**src/rtl/lcd_pkg.sv**
```systemverilog
// Shared constants and state encodings for the LCD phrase writer.
// Latency: n/a (package only).
// Backpressure: n/a (package only).
package lcd_pkg;

    // HD44780 command bytes used during init and line addressing
    localparam logic [7:0] LCD_FUNC_SET = 8'h38;  // 8-bit bus, 2 lines, 5x8 font
    localparam logic [7:0] LCD_DISP_ON  = 8'h0C;  // display on, cursor off
    localparam logic [7:0] LCD_ENTRY    = 8'h06;  // increment, no shift
    localparam logic [7:0] LCD_CLEAR    = 8'h01;  // clear display (slow command)
    localparam logic [7:0] LCD_LINE0    = 8'h80;  // DDRAM address 0x00
    localparam logic [7:0] LCD_LINE1    = 8'hC0;  // DDRAM address 0x40

    localparam int LCD_COLS = 16;

    typedef enum logic [3:0] {
        ST_PWRUP,
        ST_INIT,
        ST_INIT_WT,
        ST_IDLE,
        ST_LADDR,
        ST_LADDR_WT,
        ST_FETCH,
        ST_LATCH,
        ST_CHAR_WT
    } lcd_state_t;

    typedef enum logic [1:0] {
        SB_IDLE,
        SB_SETUP,
        SB_EHIGH,
        SB_WAIT
    } strobe_state_t;

    // Init command sequence, in issue order
    function automatic logic [7:0] init_cmd(input logic [1:0] idx);
        case (idx)
            2'd0:    return LCD_FUNC_SET;
            2'd1:    return LCD_DISP_ON;
            2'd2:    return LCD_ENTRY;
            default: return LCD_CLEAR;
        endcase
    endfunction

endpackage

```
**src/rtl/lcd_byte_strobe.sv**
```systemverilog
// Purpose: drives one byte onto the LCD bus as SETUP (1 cycle) / EHIGH (E_PULSE) / WAIT (CMD_WAIT or CLEAR_WAIT).
// Latency: i_go -> lcdE rise 2 cycles; busy for 1 + E_PULSE + wait cycles.
// Backpressure: o_ready is high when idle and in the last WAIT cycle; i_go is honoured only while idle.
// Ports: clock/reset (async active-high); i_go/i_rs/i_byte/i_long_wait request a byte;
//        o_lcd_rs/o_lcd_e/o_lcd_data drive the LCD pins; o_ready tells the sequencer it may issue the next byte.
module lcd_byte_strobe #(
    parameter int E_PULSE    = 25,
    parameter int CMD_WAIT   = 2000,
    parameter int CLEAR_WAIT = 82000
) (
    input  logic       clock,
    input  logic       reset,
    input  logic       i_go,
    input  logic       i_rs,
    input  logic [7:0] i_byte,
    input  logic       i_long_wait,
    output logic       o_lcd_rs,
    output logic       o_lcd_e,
    output logic [7:0] o_lcd_data,
    output logic       o_ready
);
    import lcd_pkg::*;

    localparam int MAX_A = (E_PULSE > CMD_WAIT) ? E_PULSE : CMD_WAIT;
    localparam int MAX_W = (MAX_A > CLEAR_WAIT) ? MAX_A : CLEAR_WAIT;
    localparam int CW    = $clog2(MAX_W) + 1;

    localparam logic [CW-1:0] E_LAST     = CW'(E_PULSE - 1);
    localparam logic [CW-1:0] CMD_LAST   = CW'(CMD_WAIT - 1);
    localparam logic [CW-1:0] CLEAR_LAST = CW'(CLEAR_WAIT - 1);

    strobe_state_t r_st;
    logic [CW-1:0] r_cnt;
    logic          r_long;
    logic          r_rs;
    logic          r_e;
    logic [7:0]    r_data;
    logic [CW-1:0] w_wait_last;

    assign w_wait_last = r_long ? CLEAR_LAST : CMD_LAST;

    always_ff @(posedge clock or posedge reset) begin
        if (reset) begin
            r_st   <= SB_IDLE;
            r_cnt  <= '0;
            r_long <= 1'b0;
            r_rs   <= 1'b0;
            r_e    <= 1'b0;
            r_data <= 8'h00;
        end else begin
            case (r_st)
                SB_IDLE: begin
                    // Data and RS are captured here and then held untouched
                    // until the next go, covering SETUP through end of WAIT.
                    if (i_go) begin
                        r_data <= i_byte;
                        r_rs   <= i_rs;
                        r_long <= i_long_wait;
                        r_st   <= SB_SETUP;
                    end
                end
                SB_SETUP: begin
                    r_e   <= 1'b1;
                    r_cnt <= '0;
                    r_st  <= SB_EHIGH;
                end
                SB_EHIGH: begin
                    if (r_cnt == E_LAST) begin
                        r_e   <= 1'b0;
                        r_cnt <= '0;
                        r_st  <= SB_WAIT;
                    end else begin
                        r_cnt <= r_cnt + 1'b1;
                    end
                end
                SB_WAIT: begin
                    if (r_cnt == w_wait_last) begin
                        r_cnt <= '0;
                        r_st  <= SB_IDLE;
                    end else begin
                        r_cnt <= r_cnt + 1'b1;
                    end
                end
                default: r_st <= SB_IDLE;
            endcase
        end
    end

    // Ready is raised in the final WAIT cycle so the next byte's first cycle
    // lands directly after the wait with no dead cycle.
    assign o_ready    = (r_st == SB_IDLE) || ((r_st == SB_WAIT) && (r_cnt == w_wait_last));
    assign o_lcd_rs   = r_rs;
    assign o_lcd_e    = r_e;
    assign o_lcd_data = r_data;

endmodule

```
**src/rtl/lcd_phrase_writer.sv**
```systemverilog
// Purpose: initialises a 16x2 HD44780 LCD (8-bit) then writes phrase ROM entries 0..15 / 16..31 to lines 1 / 2.
// Latency: FETCH -> lcdE rise 3 cycles; one character = 3 + E_PULSE + CMD_WAIT cycles.
// Backpressure: start is accepted only in IDLE (busy = 0); otherwise it is dropped, not queued.
// Ports: clock, reset (async active-high), start; romAddr/romData to the 1-cycle phrase ROM;
//        lcdRs/lcdRw/lcdE/lcdData to the LCD pins; busy, done (1-cycle pulse at end of pass).
// Build option: define LCD_AUTO_REFRESH_EN to rewrite the display REFRESH_GAP idle cycles after each pass.
module lcd_phrase_writer #(
    parameter int POWERUP_WAIT = 750000,
    parameter int E_PULSE      = 25,
    parameter int CMD_WAIT     = 2000,
    parameter int CLEAR_WAIT   = 82000,
    parameter int REFRESH_GAP  = 2500000
) (
    input  logic       clock,
    input  logic       reset,
    input  logic       start,
    output logic [4:0] romAddr,
    input  logic [7:0] romData,
    output logic       lcdRs,
    output logic       lcdRw,
    output logic       lcdE,
    output logic [7:0] lcdData,
    output logic       busy,
    output logic       done
);
    import lcd_pkg::*;

    // One counter serves the power-up wait and the refresh gap, so it is
    // sized for whichever is larger.
    localparam int TOP_MAX = (POWERUP_WAIT > REFRESH_GAP) ? POWERUP_WAIT : REFRESH_GAP;
    localparam int CW      = $clog2(TOP_MAX) + 1;

    localparam logic [CW-1:0] PWR_LAST = CW'(POWERUP_WAIT - 1);
`ifdef LCD_AUTO_REFRESH_EN
    localparam logic [CW-1:0] GAP_LAST = CW'(REFRESH_GAP - 1);
`endif

    lcd_state_t    r_state;
    logic [CW-1:0] r_cnt;
    logic [1:0]    r_init_idx;
    logic          r_line;
    logic [3:0]    r_col;
    logic [4:0]    r_rom_addr;
    logic          r_busy;
    logic          r_done;
`ifdef LCD_AUTO_REFRESH_EN
    logic          r_armed;
`endif

    logic       w_go;
    logic       w_rs;
    logic [7:0] w_byte;
    logic       w_long;
    logic       w_ready;
    logic       w_kick;

`ifdef LCD_AUTO_REFRESH_EN
    assign w_kick = start || (r_armed && (r_cnt == GAP_LAST));
`else
    assign w_kick = start;
`endif

    // Byte requests are decoded from single-cycle issue states; the strobe
    // is guaranteed idle whenever one of these states is entered.
    always_comb begin
        w_go   = 1'b0;
        w_rs   = 1'b0;
        w_byte = 8'h00;
        case (r_state)
            ST_INIT: begin
                w_go   = 1'b1;
                w_byte = init_cmd(r_init_idx);
            end
            ST_LADDR: begin
                w_go   = 1'b1;
                w_byte = r_line ? LCD_LINE1 : LCD_LINE0;
            end
            ST_LATCH: begin
                w_go   = 1'b1;
                w_rs   = 1'b1;
                w_byte = romData;
            end
            default: ;
        endcase
    end

    // Only the clear command needs the long wait; a character code of 0x01 does not.
    assign w_long = !w_rs && (w_byte == LCD_CLEAR);

    always_ff @(posedge clock or posedge reset) begin
        if (reset) begin
            r_state    <= ST_PWRUP;
            r_cnt      <= '0;
            r_init_idx <= 2'd0;
            r_line     <= 1'b0;
            r_col      <= 4'd0;
            r_rom_addr <= 5'd0;
            r_busy     <= 1'b1;
            r_done     <= 1'b0;
`ifdef LCD_AUTO_REFRESH_EN
            r_armed    <= 1'b0;
`endif
        end else begin
            r_done <= 1'b0;
            case (r_state)
                ST_PWRUP: begin
                    if (r_cnt == PWR_LAST) begin
                        r_cnt   <= '0;
                        r_state <= ST_INIT;
                    end else begin
                        r_cnt <= r_cnt + 1'b1;
                    end
                end
                ST_INIT: r_state <= ST_INIT_WT;
                ST_INIT_WT: begin
                    if (w_ready) begin
                        if (r_init_idx == 2'd3) begin
                            r_busy  <= 1'b0;
                            r_state <= ST_IDLE;
                        end else begin
                            r_init_idx <= r_init_idx + 2'd1;
                            r_state    <= ST_INIT;
                        end
                    end
                end
                ST_IDLE: begin
                    if (w_kick) begin
                        r_line  <= 1'b0;
                        r_col   <= 4'd0;
                        r_busy  <= 1'b1;
                        r_state <= ST_LADDR;
`ifdef LCD_AUTO_REFRESH_EN
                        r_armed <= 1'b0;
                        r_cnt   <= '0;
                    end else if (r_armed) begin
                        r_cnt <= r_cnt + 1'b1;
`endif
                    end
                end
                ST_LADDR: r_state <= ST_LADDR_WT;
                ST_LADDR_WT: begin
                    // Address is presented during FETCH so the ROM word is
                    // ready in LATCH.
                    if (w_ready) begin
                        r_rom_addr <= {r_line, r_col};
                        r_state    <= ST_FETCH;
                    end
                end
                ST_FETCH: r_state <= ST_LATCH;
                ST_LATCH: r_state <= ST_CHAR_WT;
                ST_CHAR_WT: begin
                    if (w_ready) begin
                        if (r_col == 4'(LCD_COLS - 1)) begin
                            r_col <= 4'd0;
                            if (r_line) begin
                                r_busy  <= 1'b0;
                                r_done  <= 1'b1;
                                r_state <= ST_IDLE;
`ifdef LCD_AUTO_REFRESH_EN
                                r_armed <= 1'b1;
                                r_cnt   <= '0;
`endif
                            end else begin
                                r_line  <= 1'b1;
                                r_state <= ST_LADDR;
                            end
                        end else begin
                            r_col      <= r_col + 4'd1;
                            r_rom_addr <= {r_line, r_col + 4'd1};
                            r_state    <= ST_FETCH;
                        end
                    end
                end
                default: r_state <= ST_PWRUP;
            endcase
        end
    end

    lcd_byte_strobe #(
        .E_PULSE    (E_PULSE),
        .CMD_WAIT   (CMD_WAIT),
        .CLEAR_WAIT (CLEAR_WAIT)
    ) u_strobe (
        .clock       (clock),
        .reset       (reset),
        .i_go        (w_go),
        .i_rs        (w_rs),
        .i_byte      (w_byte),
        .i_long_wait (w_long),
        .o_lcd_rs    (lcdRs),
        .o_lcd_e     (lcdE),
        .o_lcd_data  (lcdData),
        .o_ready     (w_ready)
    );

    assign romAddr = r_rom_addr;
    assign lcdRw   = 1'b0;
    assign busy    = r_busy;
    assign done    = r_done;

endmodule

```
**config.mk**
```make
export PLATFORM = sky130hd
export DESIGN_NAME = lcd_phrase_writer
export DESIGN_NICKNAME = d
export VERILOG_FILES = /design/src/rtl/lcd_pkg.sv /design/src/rtl/lcd_byte_strobe.sv /design/src/rtl/lcd_phrase_writer.sv
export SDC_FILE = /design/constraint.sdc
export NUM_CORES = 1
export LEC_CHECK = 0
export BUFFER_PORTS_ARGS = -buffer_cell sky130_fd_sc_hd__buf_2
export CAP_MARGIN = 20
export CORE_MARGIN = 2
export CORE_UTILIZATION = 55
export CTS_BUF_LIST = sky130_fd_sc_hd__clkbuf_4
export DETAILED_ROUTE_END_ITERATION = 10
export HOLD_SLACK_MARGIN = 0.06
export PLACE_DENSITY = 0.8
export SLEW_MARGIN = 20
export SYNTH_ARGS = -nofsm -noshare
export SYNTH_HDL_FRONTEND = slang
export SYNTH_SLANG_ARGS = --single-unit
```
**constraint.sdc**
```tcl
create_clock -name clock -period 5.7 [get_ports clock]
set_input_delay 0.855 -clock clock [delete_from_list [all_inputs] [get_ports clock]]
set_output_delay 0.855 -clock clock [all_outputs]
set_load 0.01 [all_outputs]
```
==> Yosys cells after proc, flatten, opt, wreduce, memory -nomap -nowiden <==
Cells that the tools add are included.
{ "word_totals": {"regBits": 72, "in_bits": 11, "output_inout_bits": 18, "word_cells": 120} }
{ "classes": {"n_addsub": 4, "n_eq_ne": 31, "n_mux": 48, "bitwise": 1, "n_reduce_logical": 22} }
{ "op_table": {"columns": ["cell", "n"], "rows": [
  ["18-bit one-hot mux with 3 select lines", 1],
  ["18-bit two-way mux", 2],
  ["4-bit two-way mux", 9],
  ["4-bit one-hot mux with 9 select lines", 1],
  ["8-bit one-hot mux with 3 select lines", 1],
  ["23-bit by 1-bit adder with 23-bit output (second input constant)", 1],
  ["23-bit by 20-bit equality test with 1-bit output (second input constant)", 1],
  ["23-bit two-way mux", 1],
  ["18-bit by 1-bit adder with 18-bit output (second input constant)", 1],
  ["18-bit equality test", 1],
  ["18-bit by 5-bit equality test with 1-bit output (second input constant)", 1],
  ["6-bit one-hot mux with 3 select lines", 1],
  ["17-bit two-way mux", 1],
  ["4-bit by 3-bit equality test with 1-bit output (second input constant)", 4],
  ["1-bit two-way mux", 16],
  ["5-bit two-way mux", 3],
  ["2-bit by 1-bit inequality test with 1-bit output (second input constant)", 6],
  ["2-bit inequality test (second input constant)", 6],
  ["5-bit one-hot mux with 2 select lines", 1],
  ["3-bit AND reduction", 3],
  ["2-bit equality test (second input constant)", 4],
  ["4-bit by 2-bit equality test with 1-bit output (second input constant)", 2],
  ["4-bit equality test (second input constant)", 2],
  ["8-bit by 1-bit equality test with 1-bit output (second input constant)", 1],
  ["other kinds (24)", 36]
]} }

==> Depth between registers and ports, before layout <==
Gate-level depths: netlist of run 1.
{ "depth": {"word_depth": 6, "depth_mapped": 8, "depth_no_buf": 7} }

==> Hierarchy <==
Synthesis of run 1 repeated with hierarchy kept, for this count alone.
{ "hier_totals": {"hier_cells": 467, "area_unflattened_um2": 4346.7} }
{ "modules_own_cells": {"columns": ["module", "n_inst", "cells_each", "area_each_um2"], "rows": [
  ["lcd_phrase_writer", 1, 287, 2544.9],
  ["lcd_byte_strobe", 1, 180, 1801.7]
]} }

==> Worst setup path after synthesis of run 1 <==
No wires, ideal clock.
{ "synth_timing": {"path_kind": "register to register", "from": "reg u_strobe.r_cnt[10]", "to": "reg u_strobe.r_cnt[12]", "setup_time_ps": 126, "t_arrival_ps": 2255, "required_time_ps": 5574, "slack_ps": 3319, "path_stages_with_launch": 7, "path_buffers": 1, "cell_sequence": "dfrtp_1 or4_4 or4b_4 o21a_1 or2_0 buf_2 a311o_1"} }
{ "synth_between": {"elab_chain_cells": 3, "elab_cells_between_ends": 6, "classes_between": "add/sub: 1; eq/ne: 2; mux: 3"} }
{ "synth_rtl": {"columns": ["element", "line_no", "text"], "rows": [
  ["start: declaration", "lcd_byte_strobe.sv:33", "logic [CW-1:0] r_cnt;"],
  ["start signal: assignment", "lcd_byte_strobe.sv:73", "r_cnt <= r_cnt + 1'b1;"],
  ["start signal: assignment", "lcd_byte_strobe.sv:81", "r_cnt <= r_cnt + 1'b1;"],
  ["18-bit by 1-bit adder with 18-bit output (tied with other cells)", "lcd_byte_strobe.sv:73, lcd_byte_strobe.sv:81", null],
  ["18-bit two-way mux (on tied branches)", "lcd_byte_strobe.sv:77, lcd_byte_strobe.sv:68", null],
  ["18-bit one-hot mux with 3 select lines (*)", "lcd_byte_strobe.sv:51", "case (r_st)"]
]} }
Mark *: on every way between the ends. The rest lies on a longest branch, timed or not.
A chain may end at the register's enable or synchronous reset.

==> Worst setup path in the final report of run 1 <==
{ "layout_timing": {"from": "reg u_strobe.r_cnt[10]", "to": "reg u_strobe.r_cnt[9]"} }
{ "layout_between": {"elab_chain_cells": 3, "elab_cells_between_ends": 5, "classes_between": "eq/ne: 2; mux: 3"} }
{ "layout_rtl": {"columns": ["element", "line_no"], "rows": [
  ["18-bit equality test or 18-bit by 5-bit equality test with 1-bit output (tied branches)", "lcd_byte_strobe.sv:77, lcd_byte_strobe.sv:68"],
  ["18-bit two-way mux (on tied branches)", "lcd_byte_strobe.sv:77, lcd_byte_strobe.sv:68"],
  ["18-bit one-hot mux with 3 select lines (*)", "lcd_byte_strobe.sv:51"]
]} }
Marked as above.

==> results.md, run 1 <==
Run status:
- The run finished with clean final reports.

Floorplan:
- The initial standard-cell utilization of the core is 57.2%.
- The die covers 8290 um^2.
- In this run the count of I/O pins placed on the die edge is 29.
- The die width is 91.1 um.
- After floorplanning, the core was divided into 31 placement rows.
- The core region is 7290 um^2.
- The vertical die dimension is 91.1 um.

Clock network:
- The number of clock buffers added by TritonCTS is 9.
- The tree is rooted in a sky130_fd_sc_hd__clkbuf_4.
- The later-pin clock latency in the skew report is 0.41 ns.
- Clock-pin slew was measured on the worst setup and hold paths at 0.11 ns.
- The number of buffers on the longest clock path is 2.
- The total of cells resized after clock tree synthesis is 0.
- The number of buffers inserted by hold repair at cts is 0.
- The level count of the clock H-tree is 3.
- Post-CTS timing repair inserted 0 buffers for setup.
- The TritonCTS clock tree is done.
- The clock net in this run drives a total of 72 sinks.

STA:
- After layout, the worst setup slack is ~3.0 ns.
- The accumulated negative setup slack is 0 ns.
- The clock period minus worst slack is 2.73 ns.
- The hold violation count in the final report was 0.
- At the pin with the least slew margin, the transition time is 0.918 ns.
- The final critical path takes up 47.8% of the cycle.
- The clock arrives with 0.0139 ns of skew.
- The setup violation total in the final timing report is 0.
- The final max-slew violation count is 0.
- Setup repair after global routing left no endpoint under its margin.
- Headroom to the max-slew limit came out at 38.7%.
- The maximum clock frequency is 367 MHz.

Logic synthesis:
- The synthesized design spends more area on one cell type than any other, namely sky130_fd_sc_hd__dfrtp_1.
- Synthesis produced a netlist with a net count of 469.
- By count the netlist is led by sky130_fd_sc_hd__dfrtp_1, sky130_fd_sc_hd__nand2_1, sky130_fd_sc_hd__nor2_1, sky130_fd_sc_hd__nand3_1, sky130_fd_sc_hd__o21ai_0.
- The count of flip-flops with a built-in enable after synthesis is 0.
- The synthesized netlist occupies a cell area of between 4000 and 5000 um^2.
- Synthesis produced between 400 and 500 cells.
- The most used flip-flop cell after synthesis is sky130_fd_sc_hd__dfrtp_1.
- By area the synthesized netlist is led by sky130_fd_sc_hd__dfrtp_1, sky130_fd_sc_hd__ha_1, sky130_fd_sc_hd__nand2_1.
- The sequential share of the synthesized area is 43.3%.
- In this run the mean area of a mapped cell was around 9.4 um^2.
- For this run, asynchronously set or reset flops after synthesis account for 100%.
- The synthesis warning total is 0.
- The most common cell in the synthesized netlist is sky130_fd_sc_hd__dfrtp_1.
- The number of register bits inferred by synthesis is 72.
- The top cell type by area accounts for a little over two fifths of the synthesized area.
- The number of different library cells in the post-synthesis netlist is 68.

Placement:
- The pre-CTS setup slack is around 3.0 ns.
- After detailed placement, the design holds a cell count of 552.
- At the end of routability-driven placement, the weighted congestion stood at around 0.90.
- The wire-length estimate of the detail-placed layout is 6260 um.
- The count of buffers from port buffering is 27.

Layout:
- The filler cell count in the final layout is about 640.
- The number of nets in the layout is 489.
- The number of cells in the finished layout apart from fillers is approximately 570.
- Compared with the post-synthesis result, the final layout area differs by 6.69%.
- The number of antenna diodes in the final layout is 0.
- The share of cells above drive strength 1 is roughly an eighth.

Setup path:
- The register-to-register path setup slack is 2.97 ns.
- The maximum net fanout on the critical path is 9.
- The capturing point of the worst reg2reg path is u_strobe.r_cnt[9]$_DFFE_PP0P_.
- STA puts the critical path data required time at 5.99 ns.
- In this run the critical register-to-register path is launched from u_strobe.r_cnt[10]$_DFFE_PP0P_.
- Counting cells, the worst reg-to-reg path comes to 5.
- STA classifies the critical path startpoint as a flip-flop.
- The origin of the worst setup path is u_strobe.r_cnt[10]$_DFFE_PP0P_.
- The kind of capture point of the worst setup path is a flip-flop.
- The arrival time of data at the critical path endpoint is 3.02 ns.
- The worst setup path is of the reg -> reg kind.

Detailed routing:
- The pre-antenna-repair detailed-routing pass consisted of 5 iterations.
- The via density per instance is 5.98.
- The number of DRC markers in iteration 0 is 250.
- The average wire per standard cell is ~16 um.
- In this run the remaining antenna-violating nets after routing total 0.
- The total wire length after detailed routing is 8840 um.
- The final routed DRC violation total is 0.
- The total vias in the final route is between 3000 and 4000.

Pwr:
- The internal cell power is 0.000601 W.
- Across the VDD grid, the largest voltage drop is 0.0902 mV.
- The total power is 0.000788 W.
- The power density over cell area is around 180 nW/um^2.
- The power spent charging and discharging nets is 0.000187 W.
- The clock network power share is between 30% and 40%.
- Of the total power, the share spent switching nets is 23.8%.
- In this run, the combinational gates consume 2.7% of the power.
- Registers are responsible for 65.3% of the overall power.
- The static power due to leakage is 1.93 nW.

Hold path:
- The number of instances on the worst hold path is 1.
- The worst hold path belongs to the class reg -> reg.
- The hold path startpoint is r_cnt[22]$_DFFE_PP0P_.
- For hold timing, the worst endpoint is r_cnt[22]$_DFFE_PP0P_.

GRT:
- The initial antenna violation count came to 0.
- Entering global routing, the biggest net connects 44 pins.
- The overall routing resource usage is 23.0%.
- The total global routing overflow is 0.
- The number of global-route vias before repair was 3291.
- The first global-routing pass estimated 15500 um of wire.

Job:
- The number of violations of the max-capacitance limit is 0.
## layer usage
| metal | up-vias | track usage [%] | wire [um] |
|---|---|---|---|
| met4 | 0 | 7.20 | 118 |
| met2 | 74 | 36.5 | 4240 |
| met5 | - | 0 | 0 |
| met3 | 10 | 4.73 | 344 |
| li1 | 1655 | - | - |
| met1 | 1647 | 31.7 | 4140 |
## worst max path at each step
stage	cells after the start	slack (ns)	endpoint
global placement	5	3.07	r_cnt[17]$_DFFE_PP0P_
floorplan	1	3.02	done$_DFF_PP0_
detailed placement	5	3.02	r_cnt[19]$_DFFE_PP0P_
finish	5	2.97	u_strobe.r_cnt[9]$_DFFE_PP0P_
CTS	5	3.00	r_cnt[19]$_DFFE_PP0P_
global route	5	2.85	u_strobe.r_cnt[9]$_DFFE_PP0P_
## critical path, stage by stage (launching register included)
cell and delay [ns]:
sky130_fd_sc_hd__dfrtp_1 0.44, sky130_fd_sc_hd__or4_4 0.57, sky130_fd_sc_hd__or4b_4 0.51, sky130_fd_sc_hd__o21ai_1 0.55
sky130_fd_sc_hd__a2111oi_0 0.24, sky130_fd_sc_hd__a221o_1 0.31
## sequential cells by signal, indices dropped and copies added (netlist names)
signal               cells
r_cnt                   23
u_strobe.r_cnt          18
u_strobe.o_lcd_data      8
romAddr                  5
r_col                    4
r_state                  4
r_init_idx               2
u_strobe.r_st            2
busy                     1
done                     1
r_line                   1
u_strobe.o_lcd_e         1
u_strobe.o_lcd_rs        1
u_strobe.r_long          1
## power groups by stage
stage | Sequential [W] | Combinational (W) | Clock [W]
after global placement | 0.000525 | 0.0000214 | 0
after CTS | 0.000515 | 0.0000220 | 0.000266
after global routing | 0.000515 | 0.0000247 | 0.000285
after floorplan | 0.000526 | 0.0000102 | 0
after detailed placement | 0.000525 | 0.0000220 | 0
final | 0.000515 | 0.0000210 | 0.000252
## logic make-up after synthesis
group | count (synthesis) | synth area share, %
buffers and inverters | 38 | 3.75
muxes | 11 | 2.91
other | 1 | 0.0900
DFF | 72 | 43.3
adders and majority gates | 14 | 4.20
xor gates and xnor gates | 25 | 5.25
AOI/OAI and AO/OA | 94 | 15.8
and+or+nand+nor | 189 | 24.7
## layout by cell type, fill, tap and decap left out, types with 3 or more instances in the layout
cell | netlist | routed
sky130_fd_sc_hd__a2111oi_0 | 3 | 3
sky130_fd_sc_hd__a21o_1 | 4 | 4
sky130_fd_sc_hd__a21oi_1 | 7 | 7
sky130_fd_sc_hd__a221o_1 | 3 | 3
sky130_fd_sc_hd__a22oi_1 | 9 | 9
sky130_fd_sc_hd__a31oi_1 | 4 | 4
sky130_fd_sc_hd__and2_1 | 5 | 5
sky130_fd_sc_hd__and3_1 | 6 | 6
sky130_fd_sc_hd__buf_2 | 5 | 27
sky130_fd_sc_hd__clkbuf_4 | 0 | 9
sky130_fd_sc_hd__clkinv_2 | 0 | 3
sky130_fd_sc_hd__dfrtp_1 | 71 | 71
sky130_fd_sc_hd__ha_1 | 14 | 14
sky130_fd_sc_hd__inv_1 | 18 | 17
sky130_fd_sc_hd__mux2_1 | 6 | 6
sky130_fd_sc_hd__mux2_2 | 3 | 3
sky130_fd_sc_hd__nand2_1 | 45 | 45
sky130_fd_sc_hd__nand2b_1 | 6 | 6
sky130_fd_sc_hd__nand3_1 | 29 | 29
sky130_fd_sc_hd__nand3b_1 | 3 | 3
sky130_fd_sc_hd__nand4_1 | 12 | 12
sky130_fd_sc_hd__nor2_1 | 31 | 31
sky130_fd_sc_hd__nor2b_1 | 7 | 7
sky130_fd_sc_hd__nor3_1 | 7 | 7
sky130_fd_sc_hd__nor3_2 | 3 | 3
sky130_fd_sc_hd__nor4_1 | 6 | 6
sky130_fd_sc_hd__nor4b_1 | 5 | 5
sky130_fd_sc_hd__o211ai_1 | 5 | 5
sky130_fd_sc_hd__o21a_1 | 4 | 4
sky130_fd_sc_hd__o21ai_0 | 25 | 25
sky130_fd_sc_hd__o31ai_1 | 4 | 4
sky130_fd_sc_hd__or2_2 | 3 | 3
sky130_fd_sc_hd__or3_1 | 6 | 6
sky130_fd_sc_hd__or4_1 | 3 | 3
sky130_fd_sc_hd__xnor2_1 | 18 | 18
sky130_fd_sc_hd__xor2_1 | 7 | 7
## final cells by class
type	count	area [um^2]	share of cell area, %
Inverter	18	67.6	1.52
Clock inverter	5	26.3	0.591
Sequential cell	72	1800	40.5
Tap cell	99	124	2.79
Clock buffer	9	67.6	1.52
Multi-Input combinational cell	334	2210	49.7
Timing Repair Buffer	29	150	3.38
## through the flow
stage | hold slack [ns] | cell area [um^2] | utilization (%)
finish | 0.478 | 4450 | 61.0
global route | 0.517 | 4450 | 61.0
detailed placement | 0.466 | 4350 | 59.7
global placement | 0.460 | 4350 | 59.7
CTS | 0.488 | 4450 | 61.0
floorplan | 0.446 | 4170 | -
Note: power is estimated with default switching activity, not from simulation.
==> run 2, diff against run 1 <==
- ABC_AREA: default -> 1
- PLACE_DENSITY: 0.8 -> 0.83
- clock period: 5.7 -> 2.3 ns (I/O delays scaled with it)
==> run 2 against run 1 <==
- total power grew to 2.7 times the previous value
- core utilization is 1.9 points higher
- non-clock buffer count is 4 higher
- final cell count is 22% higher
- synthesized area hardly changed
- count of clock-buffer cells in the layout is 2 higher
- routed wire length is 3.3% higher
==> results.md, run 2 <==
Placement:
- The final RePlAce weighted congestion came to 1.00 (was 0.895).
- The total placed cells including tap cells is 671 (was 552).
- The count of buffers from port buffering is 27 (unchanged).
- The HPWL reported at the end of detailed placement is 6850 um (was 6260 um).
- The pre-CTS setup slack is 0.275 ns (was 3.02 ns).

Layout:
- The number of nets in the layout is 609 (was 489).
- The number of antenna repair diodes is 0 (unchanged).
- The area growth from synthesis to layout came to 9.99% (was 6.69%).
- Highest-count cells in the layout ignoring fill and taps: sky130_fd_sc_hd__nand2_1, sky130_fd_sc_hd__dfrtp_1, sky130_fd_sc_hd__inv_1, sky130_fd_sc_hd__nor2_1, sky130_fd_sc_hd__nand3_1 (was sky130_fd_sc_hd__dfrtp_1, sky130_fd_sc_hd__nand2_1, sky130_fd_sc_hd__nor2_1, sky130_fd_sc_hd__nand3_1, sky130_fd_sc_hd__buf_2).
- The area taken by multi-input logic gates is 2060 um^2 (was 2210 um^2).
- The fraction of the core area covered by cells at the end of the flow is 62.9% (was 61.0%).
- The number of flip-flops under the largest register name is 23 (unchanged).
- The number of cells in the finished layout apart from fillers is 688 (was 566).
- The sequential cell area in the final layout was 1800 um^2 (unchanged).
- The filler cell count in the final layout is 652 (was 641).
- The share of cells above drive strength 1 is 12.6% (was 13.1%).
- The register with the highest flop count is r_cnt (unchanged).
- The most common cell after layout, fill and taps aside was sky130_fd_sc_hd__nand2_1 (was sky130_fd_sc_hd__dfrtp_1).

Logic synthesis:
- The share of synthesized registers carrying an async set or reset is 100% (unchanged).
- The area fraction of the dominant cell type after synthesis came to 42.6% (about the same).
- The number of different library cells in the post-synthesis netlist is 39 (was 68).
- The sequential share of the synthesized area is 43.2% (was 43.3%).
- The average footprint of a synthesized cell came to 7.62 um^2 (was 9.39 um^2).
- Cell types with the largest area share after synthesis: sky130_fd_sc_hd__dfrtp_1, sky130_fd_sc_hd__nand2_1, sky130_fd_sc_hd__inv_1 (was sky130_fd_sc_hd__dfrtp_1, sky130_fd_sc_hd__ha_1, sky130_fd_sc_hd__nand2_1).
- The count of flip-flops with a built-in enable after synthesis is 0 (unchanged).
- The synthesized netlist net count is 572 (was 469).
- The cell accounting for the most synthesized area is sky130_fd_sc_hd__dfrtp_1 (unchanged).
- The number of register bits inferred by synthesis is 72 (unchanged).
- The total standard cell area after synthesis is 4170 um^2 (about the same).
- The dominant cell by count in the synthesized netlist is sky130_fd_sc_hd__nand2_1 (was sky130_fd_sc_hd__dfrtp_1).
- The most used flip-flop cell after synthesis is sky130_fd_sc_hd__dfrtp_1 (unchanged).
- The post-synthesis instance total came to 547 (was 444).
- The synthesis warning total is 0 (unchanged).
- Top cells by instance count after synthesis: sky130_fd_sc_hd__nand2_1, sky130_fd_sc_hd__dfrtp_1, sky130_fd_sc_hd__inv_1, sky130_fd_sc_hd__nor2_1, sky130_fd_sc_hd__nand3_1 (was sky130_fd_sc_hd__dfrtp_1, sky130_fd_sc_hd__nand2_1, sky130_fd_sc_hd__nor2_1, sky130_fd_sc_hd__nand3_1, sky130_fd_sc_hd__o21ai_0).

Setup path:
- The count of cells along the worst register-to-register path is 7 (was 5).
- The type of the worst setup path is reg -> reg (unchanged).
- The launch instance of the worst register-to-register path is u_strobe.r_st[0]$_DFFE_PP0P_ (was u_strobe.r_cnt[10]$_DFFE_PP0P_).
- The kind of launch point of the worst setup path is a flip-flop (unchanged).
- The kind of capture point of the worst setup path is a flip-flop (unchanged).
- The maximum net fanout on the critical path came to 13 (was 9).
- The required time of the critical path came to 2.58 ns (was 5.99 ns).
- The origin of the worst setup path was u_strobe.r_st[0]$_DFFE_PP0P_ (was u_strobe.r_cnt[10]$_DFFE_PP0P_).
- The arrival time of data at the critical path endpoint is 2.31 ns (was 3.02 ns).

STA:
- The accumulated negative setup slack came to 0 ns (unchanged).
- The setup skew after layout is 0.0198 ns (was 0.0139 ns).
- The hold violation count in the final report was 0 (unchanged).
- The setup violation total in the final timing report is 0 (unchanged).
- Setup repair after global routing missed its margin: false (unchanged).
- The final worst-path setup slack was 0.263 ns (was 2.97 ns).
- The clock period minus worst slack came to 2.04 ns (was 2.73 ns).
- The maximum clock frequency is 491 MHz (was 367 MHz).
- The share of the clock period used by the worst path was 88.6% (was 47.8%).
- The final max-slew violation count is 0 (unchanged).

Pwr:
- The power density over cell area is 461 nW/um^2 (was 177 nW/um^2).
- The static power due to leakage is 2.17 nW (was 1.93 nW).
- The highest ir drop seen on vdd is 0.419 mV (was 0.0902 mV).

Detailed routing:
- The average wire per standard cell is 13.3 um (was 15.6 um).
- The number of iterations in the first detailed-routing pass is 5 (unchanged).
- The total wire length after detailed routing is 9130 um (was 8840 um).
- The post-route antenna net violation count is 0 (unchanged).
- The total vias in the final route was 3743 (was 3386).
- The via density per instance is 5.44 (was 5.98).
- The number of DRC markers in iteration 0 is 286 (was 250).
- The final routed DRC violation total came to 0 (unchanged).

Clock network:
- The TritonCTS clock tree is done (unchanged).
- The number of buffers on the longest clock path is 2 (unchanged).
- The number of setup buffers added after CTS is 0 (unchanged).
- The clock net sink count is 72 (unchanged).
- The number of buffers inserted by hold repair at cts is 1 (was 0).
- The later-pin clock latency in the skew report was 0.41 ns (about the same).
- The number of buffers inserted during clock tree synthesis was 9 (unchanged).
- The clock transition at the registers of the reported paths came to 0.13 ns (was 0.11 ns).
- The total of cells resized after clock tree synthesis is 0 (unchanged).
- The level count of the clock H-tree is 3 (unchanged).
- The clock tree root driver cell is sky130_fd_sc_hd__clkbuf_4 (unchanged).

Floorplan:
- The boundary pin count is 29 (unchanged).
- The die width is 91.1 um (about the same).
- The row count is 31 (unchanged).
- The area enclosed by the die boundary is 8290 um^2 (about the same).
- The placeable core area came to 7290 um^2 (unchanged).
- The vertical die dimension came to 91.1 um (about the same).
- The initial standard-cell utilization of the core is 57.2% (about the same).

Run status:
- Result of the run: completed (unchanged).

GRT:
- The pin count of the biggest net entering global routing came to 41 (was 44).
- The global-route wire length before repair is 16100 um (was 15500 um).
- The initial antenna violation count is 0 (unchanged).
- The number of global-route vias before repair is 3671 (was 3291).
- The overall routing resource usage is 23.5% (was 23.0%).
- The total global routing overflow is 0 (unchanged).

Hold path:
- The number of instances on the worst hold path is 3 (was 1).
- The hold path startpoint is romData[4] (was r_cnt[22]$_DFFE_PP0P_).
- The path category of the worst min-delay check was in -> reg (was reg -> reg).

Job:
- The number of violations of the max-capacitance limit is 0 (unchanged).
==> run 2: cell count changes in the layout (fill, tap and decap cells not counted), sizes merged, moves of 11 or more <==
| cell | previous run | this run |
|---|---|---|
| nand3 | 29 | 40 |
| o21ai | 26 | 42 |
| inv | 18 | 70 |
| xor2 | 7 | 21 |
| nor2 | 31 | 65 |
| xnor2 | 18 | 4 |
| nand2 | 45 | 147 |
==> run 2: critical path, cell delays in order, from the launching register on <==
cell and delay (ns):
sky130_fd_sc_hd__dfrtp_1 0.44, sky130_fd_sc_hd__inv_1 0.13, sky130_fd_sc_hd__ha_1 0.47, sky130_fd_sc_hd__inv_2 0.16, sky130_fd_sc_hd__o21ai_0 0.17, sky130_fd_sc_hd__inv_1 0.13
sky130_fd_sc_hd__nand2_1 0.26, sky130_fd_sc_hd__o21ai_0 0.14
==> run 2: cell families after synthesis <==
family / share of synthesized area [%]
buffers and inverters: 7.32
flip-flops: 43.2
AND/OR/NAND/NOR: 31.0
AO/OA/AOI/OAI: 8.88
other: 0.0899
adder cells (fa/ha/maj): 4.20
XOR/XNOR: 5.25
==> run 2: final timing paths <==
check,end,slack [ns]
min,u_strobe.o_lcd_data[4]$_DFFE_PP0P_,0.19
min in group asynchronous,done$_DFF_PP0_,0.47
min reg2reg,busy$_DFFE_PP1P_,0.47
max reg2reg,u_strobe.r_cnt[3]$_DFFE_PP0P_,0.26
max in group asynchronous,busy$_DFFE_PP1P_,1.19
max,u_strobe.r_cnt[3]$_DFFE_PP0P_,0.26
==> run 2: area by class of cell <==
class / count / share of cell area (%)
Tap cell: 99 / 2.70
Clock inverter: 5 / 1.23
Multi-Input combinational cell: 398 / 45.0
Sequential cell: 72 / 39.3
Inverter: 70 / 5.76
Timing Repair Buffer: 33 / 4.26
Clock buffer: 11 / 1.80
==> run 2: where the power goes <==
group	leakage [nW]	internal (W)	switching [W]
Clock	0.0772	0.000357	0.000451
Combinational	1.14	0.0000117	0.0000280
Sequential	0.951	0.00127	0
==> run 2: metal layers <==
metal	wire (um)	global-route usage (%)	vias to the layer above
met5	0	0	-
met4	167	8.59	0
met3	308	4.23	19
met2	4510	40.1	109
met1	4150	30.1	1772
li1	-	-	1843
==> run 2: stage by stage <==
step	hold slack [ns]	total power (W)	area, um^2
CTS	0.182	0.00212	4590
finish	0.193	0.00211	4590
global placement	0.368	0.00133	4440
floorplan	0.459	0.00131	4170
global route	0.188	0.00218	4590
detailed placement	0.382	0.00133	4440
==> run 3, diff against run 2 <==
- ABC_AREA: 1 -> 0
- CORE_UTILIZATION: 55 -> 40
- PLACE_DENSITY: 0.83 -> 0.65
==> run 3 against run 2 <==
- the run now ends with negative setup slack left
- die area increased by 36%
- flip-flop and latch count unchanged
- first-iteration DRC count decreased by 12%
- fmax decreased by 14%
- largest power group unchanged
- setup slack got worse by 0.32 ns
==> results.md, run 3 (synthesis gave the netlist of run 1 again) <==
GRT:
- The global-route wire length before repair is 16300 um (was 16100 um).
- The overall routing resource usage came to 18.0% (was 23.5%).
- The pin count of the biggest net entering global routing is 56 (was 41).
- The total global routing overflow came to 0 (unchanged).
- The initial antenna violation count was 1 (was 0).
- The number of global-route vias before repair was 3437 (was 3671).

Setup path:
- The maximum net fanout on the critical path is 5 (was 13).
- The cell at the slowest stage of the critical path is sky130_fd_sc_hd__or4_4 (was sky130_fd_sc_hd__ha_1).
- The arrival time of data at the critical path endpoint is 2.70 ns (was 2.31 ns).
- The kind of capture point of the worst setup path is a flip-flop (unchanged).
- The register-to-register path setup slack is -0.06 ns (was 0.26 ns).
- The peak per-stage delay on the critical path came to 0.55 ns (was 0.47 ns).
- Cells traversed along the worst timing path: or4_4 -> or4b_4 -> o21a_1 -> or2_4 -> a311o_1 (was inv_1 -> ha_1 -> inv_2 -> o21ai_0 -> inv_1 -> nand2_1 -> o21ai_0).
- The kind of launch point of the worst setup path is a flip-flop (unchanged).
- The type of the worst setup path is reg -> reg (unchanged).
- The required time of the critical path is 2.64 ns (was 2.58 ns).

Detailed routing:
- The via density per instance is 5.52 (was 5.44).
- The average wire per standard cell was 14.4 um (was 13.3 um).
- The post-route antenna net violation count is 0 (unchanged).
- The number of DRC markers in iteration 0 came to 252 (was 286).
- The total vias in the final route is 3574 (was 3743).
- The number of iterations in the first detailed-routing pass is 5 (unchanged).
- The final routed DRC violation total is 0 (unchanged).
- The total wire length after detailed routing came to 9300 um (was 9130 um).

Layout:
- The share of cells above drive strength 1 came to 22.7% (was 12.6%).
- The filler cell count in the final layout is 948 (was 652).
- Highest-count cells in the layout ignoring fill and taps: sky130_fd_sc_hd__dfrtp_1, sky130_fd_sc_hd__nand2_1, sky130_fd_sc_hd__buf_4, sky130_fd_sc_hd__nor2_1, sky130_fd_sc_hd__nand3_1 (was sky130_fd_sc_hd__nand2_1, sky130_fd_sc_hd__dfrtp_1, sky130_fd_sc_hd__inv_1, sky130_fd_sc_hd__nor2_1, sky130_fd_sc_hd__nand3_1).
- The most common cell after layout, fill and taps aside is sky130_fd_sc_hd__dfrtp_1 (was sky130_fd_sc_hd__nand2_1).
- The number of cells in the finished layout apart from fillers is 648 (was 688).
- The number of nets in the layout is 531 (was 609).
- The area growth from synthesis to layout was 18.6% (was 9.99%).
- The area taken by multi-input logic gates is 2280 um^2 (was 2060 um^2).
- The register with the highest flop count is r_cnt (unchanged).
- The sequential cell area in the final layout is 1800 um^2 (unchanged).
- The number of flip-flops under the largest register name is 23 (unchanged).

STA:
- The setup skew after layout was 0.0147 ns (was 0.0198 ns).
- The clock period minus worst slack is 2.36 ns (was 2.04 ns).
- The final max-slew violation count is 0 (unchanged).
- The accumulated negative setup slack was -0.165 ns (was 0 ns).
- The maximum clock frequency is 425 MHz (was 491 MHz).
- The setup violation total in the final timing report is 5 (was 0).
- The hold violation count in the final report is 0 (unchanged).
- The final worst-path setup slack came to -0.0555 ns (was 0.263 ns).
- The share of the clock period used by the worst path is 102% (was 88.6%).
- Setup repair after global routing missed its margin: true (was false).

Clock network:
- The clock tree root driver cell is sky130_fd_sc_hd__clkbuf_4 (unchanged).
- The number of buffers inserted during clock tree synthesis is 9 (unchanged).
- The clock net sink count is 72 (unchanged).
- The clock transition at the registers of the reported paths is 0.13 ns (about the same).
- The later-pin clock latency in the skew report is 0.44 ns (was 0.41 ns).
- The number of buffers on the longest clock path was 2 (unchanged).
- The level count of the clock H-tree was 3 (unchanged).
- The TritonCTS clock tree is done (unchanged).

Pwr:
- The highest ir drop seen on vdd is 0.252 mV (was 0.419 mV).
- The static power due to leakage came to 2.19 nW (was 2.17 nW).
- The power density over cell area is 437 nW/um^2 (was 461 nW/um^2).

Floorplan:
- The die width is 106 um (was 91.1 um).
- The row count is 37 (was 31).
- The boundary pin count is 29 (unchanged).
- The initial standard-cell utilization of the core is 40.7% (was 57.2%).
- The placeable core area is 10200 um^2 (was 7290 um^2).
- The area enclosed by the die boundary is 11300 um^2 (was 8290 um^2).
- The vertical die dimension is 106 um (was 91.1 um).

Run status:
- Result of the run: complete, but fails checks (was completed).
- The checks that failed: negative setup slack.

Placement:
- The pre-CTS setup slack is -0.125 ns (was 0.275 ns).
- The count of buffers from port buffering is 27 (unchanged).
- The total placed cells including tap cells is 627 (was 671).
- The HPWL reported at the end of detailed placement came to 6810 um (was 6850 um).
- The final RePlAce weighted congestion came to 0.949 (was 1.00).

Hold path:
- The path category of the worst min-delay check is in -> reg (unchanged).

Job:
- The number of violations of the max-capacitance limit is 0 (unchanged).
[run 3: power by group]
part	internal [W]	total, W	switching (W)
Sequential	0.00127	0.00128	0.00000350
Combinational	0.0000183	0.0000566	0.0000383
Clock	0.000349	0.000830	0.000481
Total	0.00164	0.00216	0.000523
[run 3: path summary, 6_finish.rpt]
| kind | end | cells after the start | from |
|---|---|---|---|
| worst min register to register | r_cnt[22]$_DFFE_PP0P_ | 1 | r_cnt[22]$_DFFE_PP0P_ |
| worst min-delay path | u_strobe.o_lcd_data[5]$_DFFE_PP0P_ | 3 | romData[5] |
| worst max register to register | u_strobe.r_cnt[12]$_DFFE_PP0P_ | 5 | u_strobe.r_cnt[10]$_DFFE_PP0P_ |
| min in group asynchronous | u_strobe.r_cnt[4]$_DFFE_PP0P_ | 3 | reset |
| max in group asynchronous | busy$_DFFE_PP1P_ | 4 | reset |
| worst max-delay path | u_strobe.r_cnt[12]$_DFFE_PP0P_ | 5 | u_strobe.r_cnt[10]$_DFFE_PP0P_ |
[run 3: layout make-up]
class,count,area share [%]
tap,136,3.44
clock buffer,10,1.52
inverter,18,1.37
sequential,72,36.5
antenna,1,0.0506
multi-input combinational,334,46.1
timing repair buffer,71,9.72
clock inverter,6,1.37
[run 3: worst max-delay path: cells and delay by family (launching register included)]
| kind | cells | cell delay [ns] |
|---|---|---|
| AOI/OAI and AO/OA | 2 | 0.53 |
| and+or+nand+nor | 3 | 1.32 |
| DFF | 1 | 0.40 |
[run 3: stage by stage]
stage	util [%]	hold WS [ns]	power, W	cell area, um^2
finish	48.3	0.209	0.00216	4940
global placement	45.9	0.375	0.00136	4700
floorplan	-	0.446	0.00133	4180
global route	48.3	0.164	0.00226	4940
detailed placement	45.9	0.383	0.00136	4700
CTS	47.9	0.187	0.00219	4900
[run 3: repair_timing]
item | in CTS | in global routing
hold endpoints to repair | 17 | 0
pin swaps | 0 | 2
setup endpoints to repair | 14 | 20
setup buffers | 2 | 1
gates resized for setup | 7 | 10
hold buffers | 1 | 0
[run 3: per-layer routing]
metal | vias up | routed length [um] | GRT usage, %
met4 | 0 | 189 | 6.77
met5 | - | 0 | 0
li1 | 1739 | - | -
met2 | 81 | 4350 | 27.9
met1 | 1736 | 4390 | 24.8
met3 | 18 | 374 | 3.68
